### config.mk
export PLATFORM = sky130hd
export DESIGN_NAME = register_file_ctx
export DESIGN_NICKNAME = d
export VERILOG_FILES = /design/src/rtl/register_file_ctx.sv
export SDC_FILE = /design/constraint.sdc
export NUM_CORES = 1
export LEC_CHECK = 0
export ABC_CLOCK_PERIOD_IN_PS = 2300
export BUFFER_PORTS_ARGS = -buffer_cell sky130_fd_sc_hd__buf_2
export CAP_MARGIN = 40
export CORE_MARGIN = 3
export CORE_UTILIZATION = 53
export DETAILED_ROUTE_END_ITERATION = 16
export PLACE_DENSITY = 0.77
export SKIP_LAST_GASP = 1
export SLEW_MARGIN = 5
export SYNTH_ARGS = -nofsm -noshare
export SYNTH_HDL_FRONTEND = slang
export SYNTH_SLANG_ARGS = --single-unit
### constraint.sdc
create_clock -name clk -period 2.3 [get_ports clk]
set_input_delay 0.46 -clock clk [delete_from_list [all_inputs] [get_ports clk]]
set_output_delay 0.46 -clock clk [all_outputs]
set_load 0.03 [all_outputs]
### src/rtl/register_file_ctx.sv
// Purpose: WIDTH x DEPTH register file with 3 async read ports, 1 sync write port and a one-deep shadow context.
// Latency: reads combinational (same-cycle forwarding when BYPASS=1); save/restore copies one register per cycle, DEPTH cycles total.
// Backpressure: busy is high while a copy runs; architectural writes and new commands are dropped, not queued.
//
// Ports:
//   clk, reset                         clock, asynchronous active-high reset (clears both banks and sequencer)
//   write_enable/write_addr/write_data write port into the active bank
//   read_a/b/c -> read_a/b/c_data      combinational reads of the active bank
//   ctx_save, ctx_restore              start copy active->shadow / shadow->active (save wins if both)
//   busy, done                         copy in progress; one-cycle pulse after the final copy edge
module register_file_ctx #(
    parameter int WIDTH  = 8,
    parameter int DEPTH  = 4,
    parameter int BYPASS = 0,
    localparam int AW    = $clog2(DEPTH)
) (
    input  logic             clk,
    input  logic             reset,
    input  logic             write_enable,
    input  logic [AW-1:0]    write_addr,
    input  logic [WIDTH-1:0] write_data,
    input  logic [AW-1:0]    read_a,
    input  logic [AW-1:0]    read_b,
    input  logic [AW-1:0]    read_c,
    output logic [WIDTH-1:0] read_a_data,
    output logic [WIDTH-1:0] read_b_data,
    output logic [WIDTH-1:0] read_c_data,
    input  logic             ctx_save,
    input  logic             ctx_restore,
    output logic             busy,
    output logic             done
);

    typedef enum logic [1:0] {
        IDLE    = 2'd0,
        SAVE    = 2'd1,
        RESTORE = 2'd2
    } state_t;

    state_t           state_q, state_d;
    logic [AW-1:0]    idx_q, idx_d;
    logic             done_q, done_d;
    logic             wr_fire;
    logic             last_idx;

    logic [WIDTH-1:0] active_q [DEPTH];
    logic [WIDTH-1:0] shadow_q [DEPTH];

    // busy is a pure decode of the state so it can never disagree with it.
    assign busy     = (state_q != IDLE);
    assign done     = done_q;
    assign wr_fire  = write_enable && !busy;
    assign last_idx = (idx_q == AW'(DEPTH - 1));

    // Sequencer next-state logic.
    always_comb begin
        state_d = state_q;
        idx_d   = idx_q;
        done_d  = 1'b0;
        case (state_q)
            IDLE: begin
                if (ctx_save) begin
                    state_d = SAVE;
                    idx_d   = '0;
                end else if (ctx_restore) begin
                    state_d = RESTORE;
                    idx_d   = '0;
                end
            end
            SAVE, RESTORE: begin
                if (last_idx) begin
                    state_d = IDLE;
                    idx_d   = '0;
                    done_d  = 1'b1;
                end else begin
                    idx_d = idx_q + AW'(1);
                end
            end
            default: begin
                state_d = IDLE;
                idx_d   = '0;
            end
        endcase
    end

    always_ff @(posedge clk or posedge reset) begin
        if (reset) begin
            state_q <= IDLE;
            idx_q   <= '0;
            done_q  <= 1'b0;
        end else begin
            state_q <= state_d;
            idx_q   <= idx_d;
            done_q  <= done_d;
        end
    end

    // Active bank: architectural writes only when idle, so they never collide
    // with a restore copy into the same bank.
    always_ff @(posedge clk or posedge reset) begin
        if (reset) begin
            for (int i = 0; i < DEPTH; i++) active_q[i] <= '0;
        end else if (wr_fire) begin
            active_q[write_addr] <= write_data;
        end else if (state_q == RESTORE) begin
            active_q[idx_q] <= shadow_q[idx_q];
        end
    end

    // Shadow bank. A write in the same cycle as the save command lands in the
    // active bank at the command edge, before entry 0 is copied one edge later.
    always_ff @(posedge clk or posedge reset) begin
        if (reset) begin
            for (int i = 0; i < DEPTH; i++) shadow_q[i] <= '0;
        end else if (state_q == SAVE) begin
            shadow_q[idx_q] <= active_q[idx_q];
        end
    end

    // Read ports; forwarding is gated by wr_fire, so it is off while busy.
    always_comb begin
        read_a_data = active_q[read_a];
        read_b_data = active_q[read_b];
        read_c_data = active_q[read_c];
        if ((BYPASS != 0) && wr_fire) begin
            if (read_a == write_addr) read_a_data = write_data;
            if (read_b == write_addr) read_b_data = write_data;
            if (read_c == write_addr) read_c_data = write_data;
        end
    end

endmodule
=== Yosys cells after proc, flatten, opt, wreduce, memory -nomap -nowiden ===
Index checks and enable logic that the tools add are counted.

* Register bits after elaboration: 69
* Bits of input ports: 21
* Word-level logic and storage cells: 72

* Add/sub/neg operators: 1
* Magnitude comparators: 7
* Equality and inequality tests: 5
* Muxes and demuxes: 34
* Bitwise operators: 5
* Reductions and logical operators: 9

{| class="wikitable"
|+ Operator list
! cell !! number
|-
| $bwmux 32 || 3
|-
| $mux 8 || 12
|-
| $bmux 8 s2 || 5
|-
| $mux 32 || 2
|-
| $demux 8 s2 || 2
|-
| $ge 3x3->1 const B || 5
|-
| $not 2->3 || 5
|-
| $mux 2 || 6
|-
| $pmux 2 s2 || 2
|-
| $lt 3x1->1 const B || 2
|-
| $eq 2x2->1 const B || 2
|-
| $reduce_bool 2->1 || 2
|-
| $logic_and 1x1->1 || 3
|-
| $ne 3x3->1 const B || 1
|-
| $add 2x1->2 const B || 1
|-
| $eq 2x1->1 const B || 1
|-
| $logic_not 2->1 || 1
|-
| $mux 1 || 2
|-
| $ne 2x2->1 const B || 1
|-
| $reduce_and 2->1 || 1
|-
| $reduce_or 2->1 || 1
|-
| $logic_not 1->1 || 1
|}

=== Depth between registers and ports, before layout ===
* Depth after elaboration: 8
* Mapped depth: 7
* Mapped depth without buffers: 5

=== Least setup slack after synthesis ===
No wires, ideal clock.

* Path type: register to register
* Start point: register idx_q[1]
* End point: register shadow_q[24] in the netlist's numbering
* Data arrival time: 1737 ps
* Setup slack: 438 ps
* Stages on the path, launching flop included: 8
* Path buffers: 3
* Clock period less this slack: 1862 ps
* Cells stage by stage: dfrtp_1 buf_2 buf_2 inv_1 ha_1 buf_1 nand2_1 mux2_2

* Cells in the longest elaborated chain, start to end: 6
* Elaborated cells on any way between the ends: 10
* Classes of those cells: order compare: 2; mux: 6; bitwise: 1; reduce/logical: 1

{| class="wikitable"
|+ RTL lines
! element !! line !! RTL
|-
| from (decl) || 41 || <nowiki>logic [AW-1:0] idx_q, idx_d;</nowiki>
|-
| from (signal assigned) || 93 || <nowiki>idx_q <= idx_d;</nowiki>
|-
| $not 2->3 (not written as such) (*) || 116 || <nowiki>shadow_q[idx_q] <= active_q[idx_q];</nowiki>
|-
| $ge 3x3->1 (not written as such) / $lt 3x1->1 (equally long branches) || 116 ||
|-
| $logic_and 1x1->1 (not written as such) || 116 ||
|-
| $mux 8 (not written as such) || 116 ||
|-
| $demux 8 s2 || 116 ||
|-
| $bwmux 32 (*) || 116 ||
|-
| to (signal, indexed assignment) || 116 ||
|-
| to (decl) || 47 || <nowiki>logic [WIDTH-1:0] shadow_q [DEPTH];</nowiki>
|}

Mark *: on every way between the ends. The rest lies on a longest branch, timed or not. The select of a mux whose other input is x is not followed.
A chain may end at the register's enable or synchronous reset.

=== Worst setup path in the final report ===
* Start point: register state_q[0]
* End point: register active_q[11] in the netlist's numbering

* Cells in the longest elaborated chain, start to end: 4
* Elaborated cells on any way between the ends: 6
* Classes of those cells: eq/ne: 1; mux: 1; reduce/logical: 4

{| class="wikitable"
|+ RTL lines
! element !! line !! RTL
|-
| from (decl) || 40 || <nowiki>state_t state_q, state_d;</nowiki>
|-
| from (signal assigned) || 92 || <nowiki>state_q <= state_d;</nowiki>
|-
| $reduce_bool 2->1 || 50 || <nowiki>assign busy = (state_q != IDLE);</nowiki>
|-
| $logic_not 1->1 || 52 || <nowiki>assign wr_fire = write_enable && !busy;</nowiki>
|-
| $logic_and 1x1->1 || 52 ||
|-
| $mux 32 / $reduce_bool 2->1 (equally long branches) || -- ||
|-
| to (signal, indexed assignment) || 104 || <nowiki>active_q[write_addr] <= write_data;</nowiki>
|-
| to (signal, indexed assignment) || 106 || <nowiki>active_q[idx_q] <= shadow_q[idx_q];</nowiki>
|-
| to (decl) || 46 || <nowiki>logic [WIDTH-1:0] active_q [DEPTH];</nowiki>
|}

Parallel ways exist; a longest one is shown, timed or not.

==> impl_summary.log <==
INFO  metric clock_insertion_delay_worst_skew = about 0.35 ns
INFO  metric slew_headroom = between 40% and 50%
INFO  metric finalWirelength = 8940 um
INFO  metric area_growth_syn_to_layout = 12.4%
INFO  metric clk_path_buf_depth = 2
INFO  metric slew_viol_final = 0
INFO  metric detailroute.via_count = around 2.7k
INFO  metric yosys_register_bits = 69
INFO  metric outcome = complete, no violations
INFO  metric worst-endpoint-required = 2.58 ns
INFO  metric ir_worst_vdd = around 0.47 mV
INFO  metric synthesis.nets = ~290
INFO  metric total_leakage_power = 2.08 nW
INFO  metric route.detailed.drc = 0
INFO  metric post-synth-top-area-cell = sky130_fd_sc_hd__dfrtp_1
INFO  metric floorplan.die.width = about 92 um
INFO  metric final-setup-viol-count = 0
INFO  metric cell_area_after_layout = about 4400 um^2
INFO  metric worstPathArrival = 2.42 ns
INFO  metric max_cap_viols = 0
INFO  metric cts_inserted_buffers = 9
INFO  metric min_path_type = in2async
INFO  metric worst_slew_pin_slew = roughly 0.8 ns
INFO  metric post-dp-hpwl = 6420 um
INFO  metric synth-warning-count = 0
INFO  metric instances_no_fill = between 400 and 500
INFO  metric cp_max_fo = 9
INFO  metric chipHeight = approximately 92 um
INFO  metric count_of_cell_types_in_the_netlist = 25
INFO  metric post_drt_via_cell_ratio = roughly 6.6
INFO  metric finalCoreUtilization = a little over three fifths
INFO  metric cts.sinks = 69
INFO  metric share_of_the_clock_period_used_by_the_worst_path = a little over 90%
INFO  metric clock-root-buffer = sky130_fd_sc_hd__clkbuf_8
INFO  metric grt_overflow = 0
INFO  metric ctsResizeCount = 0
INFO  metric vias_in_the_first_global_route = ~2.7k
INFO  metric synth_area_leaders = sky130_fd_sc_hd__dfrtp_1 (45%), sky130_fd_sc_hd__mux4_2 (23%), sky130_fd_sc_hd__mux2_2 (9.3%)
INFO  metric critical_path.slowest_cell = sky130_fd_sc_hd__a21oi_1
INFO  metric end_kind = flip-flop
INFO  metric synth.top_cell.area_share = about 45%
INFO  metric fp.dieArea = approximately 8400 um^2
INFO  metric grt_antenna_before_repair = 0
INFO  metric numPortBuffers = 46
INFO  metric numPlacedInstances = about 390
INFO  metric post-cts-setup-buffer-count = 0
INFO  metric final_cell_mix = sky130_fd_sc_hd__dfrtp_1 (69), sky130_fd_sc_hd__buf_2 (46), sky130_fd_sc_hd__mux4_2 (40)
INFO  metric finClkSkew = around 0.0069 ns
INFO  metric route.antenna.remaining_nets = 0
INFO  metric coreArea = 6940 um^2
INFO  metric initial_core_util = between 50% and 60%
INFO  metric layout.cells.most_common = sky130_fd_sc_hd__dfrtp_1
INFO  metric drt_first_pass_iters = 4
INFO  metric final_hold_viol_count = 0
INFO  metric fmax = about 470 MHz
INFO  metric grt_first_pass_wirelength = 14700 um
INFO  metric insertedDiodeCount = 0
INFO  metric preCtsSetupSlack = 0.201 ns
INFO  metric power.density_cell_area = between 1000 and 1500 nW/um^2
INFO  metric grt_start_max_net_pins = 41
INFO  metric cts_hold_repair.buffers = 0
INFO  metric finish.net_count = approximately 340
INFO  metric worst_setup_path_start_kind = flip-flop
INFO  metric crit_path_max_incr_delay = approximately 0.7 ns
INFO  metric tritoncts_clock_tree = built
INFO  metric synth_area_per_cell = about 15 um^2
INFO  metric clk_pin_slew_worst_paths = around 0.07 ns
INFO  metric fin_setup_tns = 0 ns
INFO  metric gr-usage-all-layers = 23.1%
INFO  metric final_layout_size_suffix_gt1_share = around 44%
INFO  metric total_power = between 5 and 6 mW
INFO  metric fillers = around 530
INFO  metric wl_cell = roughly 22 um
INFO  metric synthesis.instances = about 270
INFO  metric criticalPathCategory = reg2reg
INFO  metric detailed_place.area = ~4200 um^2
INFO  metric final_critical_path_setup_slack = about 0.16 ns
INFO  metric syn-cell-area = between 3000 and 4000 um^2
INFO  metric htreeDepth = 3
INFO  metric place_congestion = roughly 0.83
INFO  metric floorplan.rows = 30
INFO  metric worst_hold_slack = 0.0221 ns
INFO  metric initialDrtViolationCount = 235
INFO  metric io_pins = between 40 and 50
INFO  metric crit_chain = inv_1 -> ha_1 -> and4b_1 -> a21oi_1 -> a221o_1
INFO  metric synth-seq-area-share = 44.5%
INFO  metric rsz0062_at_grt = no
INFO  metric fin_crit = approximately 2.1 ns
## cell usage after synthesis (all sizes together)
cell type and n:
a21boi 1, a21o 1, a21oi 5, a221o 32
a32o 1, and2 1, and3 32, and4 1
and4b 2, buf 11, clkbuf 10, dfrtp 69
ha 7, inv 6, mux2 32, mux4 40
nand2 6, nand2b 1, nor2b 1, nor3 1
nor3b 1, nor4bb 1, o21ai 3
## kinds of logic (layout without fill, tap and decap cells)
logic type	Yosys count	in the layout	synth area share, %
multiplexers	72	72	32.5
flip-flops	69	69	44.5
AND/OR/NAND/NOR	47	47	7.55
AO/OA/AOI/OAI	43	43	9.94
buffers and inverters	27	75	3.19
adder cells (fa/ha/maj)	7	7	2.26
## power by group
group          internal [mW]  switching (mW)  total (mW)
logic                   1.39            1.48        2.87
clock network          0.413           0.437       0.850
registers               1.73           0.481        2.21
total                   3.53            2.39        5.93
## layout make-up
class / count / area (um^2) / area share [%]
multi-input combinational: 169 / 2030 / 46.5
clock inverter: 2 / 10.0 / 0.230
inverter: 6 / 22.5 / 0.517
sequential: 69 / 1730 / 39.6
tap: 96 / 120 / 2.76
timing repair buffer: 54 / 303 / 6.95
clock buffer: 13 / 149 / 3.42
## sequential cells by signal, indices dropped and copies added, names as in the netlist
register / flops
active_q: 32
shadow_q: 32
idx_q: 2
state_q: 2
done: 1
## per-layer routing
layer / vias to the layer above / part of all wire, % / global-route usage, %
met3: 14 / 7.4 / 3.89
met4: 0 / 1.6 / 8.67
met2: 126 / 48 / 35.8
met5: - / 0 / 0
met1: 1374 / 43 / 33.0
li1: 1183 / - / -
## critical path: cells and delay by family (launching register included)
kind,cells,cell delay (ns)
simple gates,1,0.37
flops,1,0.38
compound gates,2,0.96
buf+inv,1,0.07
fa+ha+maj,1,0.29
## worst paths after layout
path | end | cells past startpoint | startpoint | slack, ns
max in group asynchronous | shadow_q[25] | 3 | reset | 1.73
worst max-delay path | active_q[11] | 5 | state_q[0] | 0.16
worst min-delay path | active_q[13] | 2 | reset | 0.02
min in group clk | active_q[19] | 2 | write_data[3] | 0.40
worst min register to register | shadow_q[11] | 1 | shadow_q[11] | 0.50
worst max register to register | active_q[11] | 5 | state_q[0] | 0.16
Note: power is estimated with default switching activity, not from simulation.
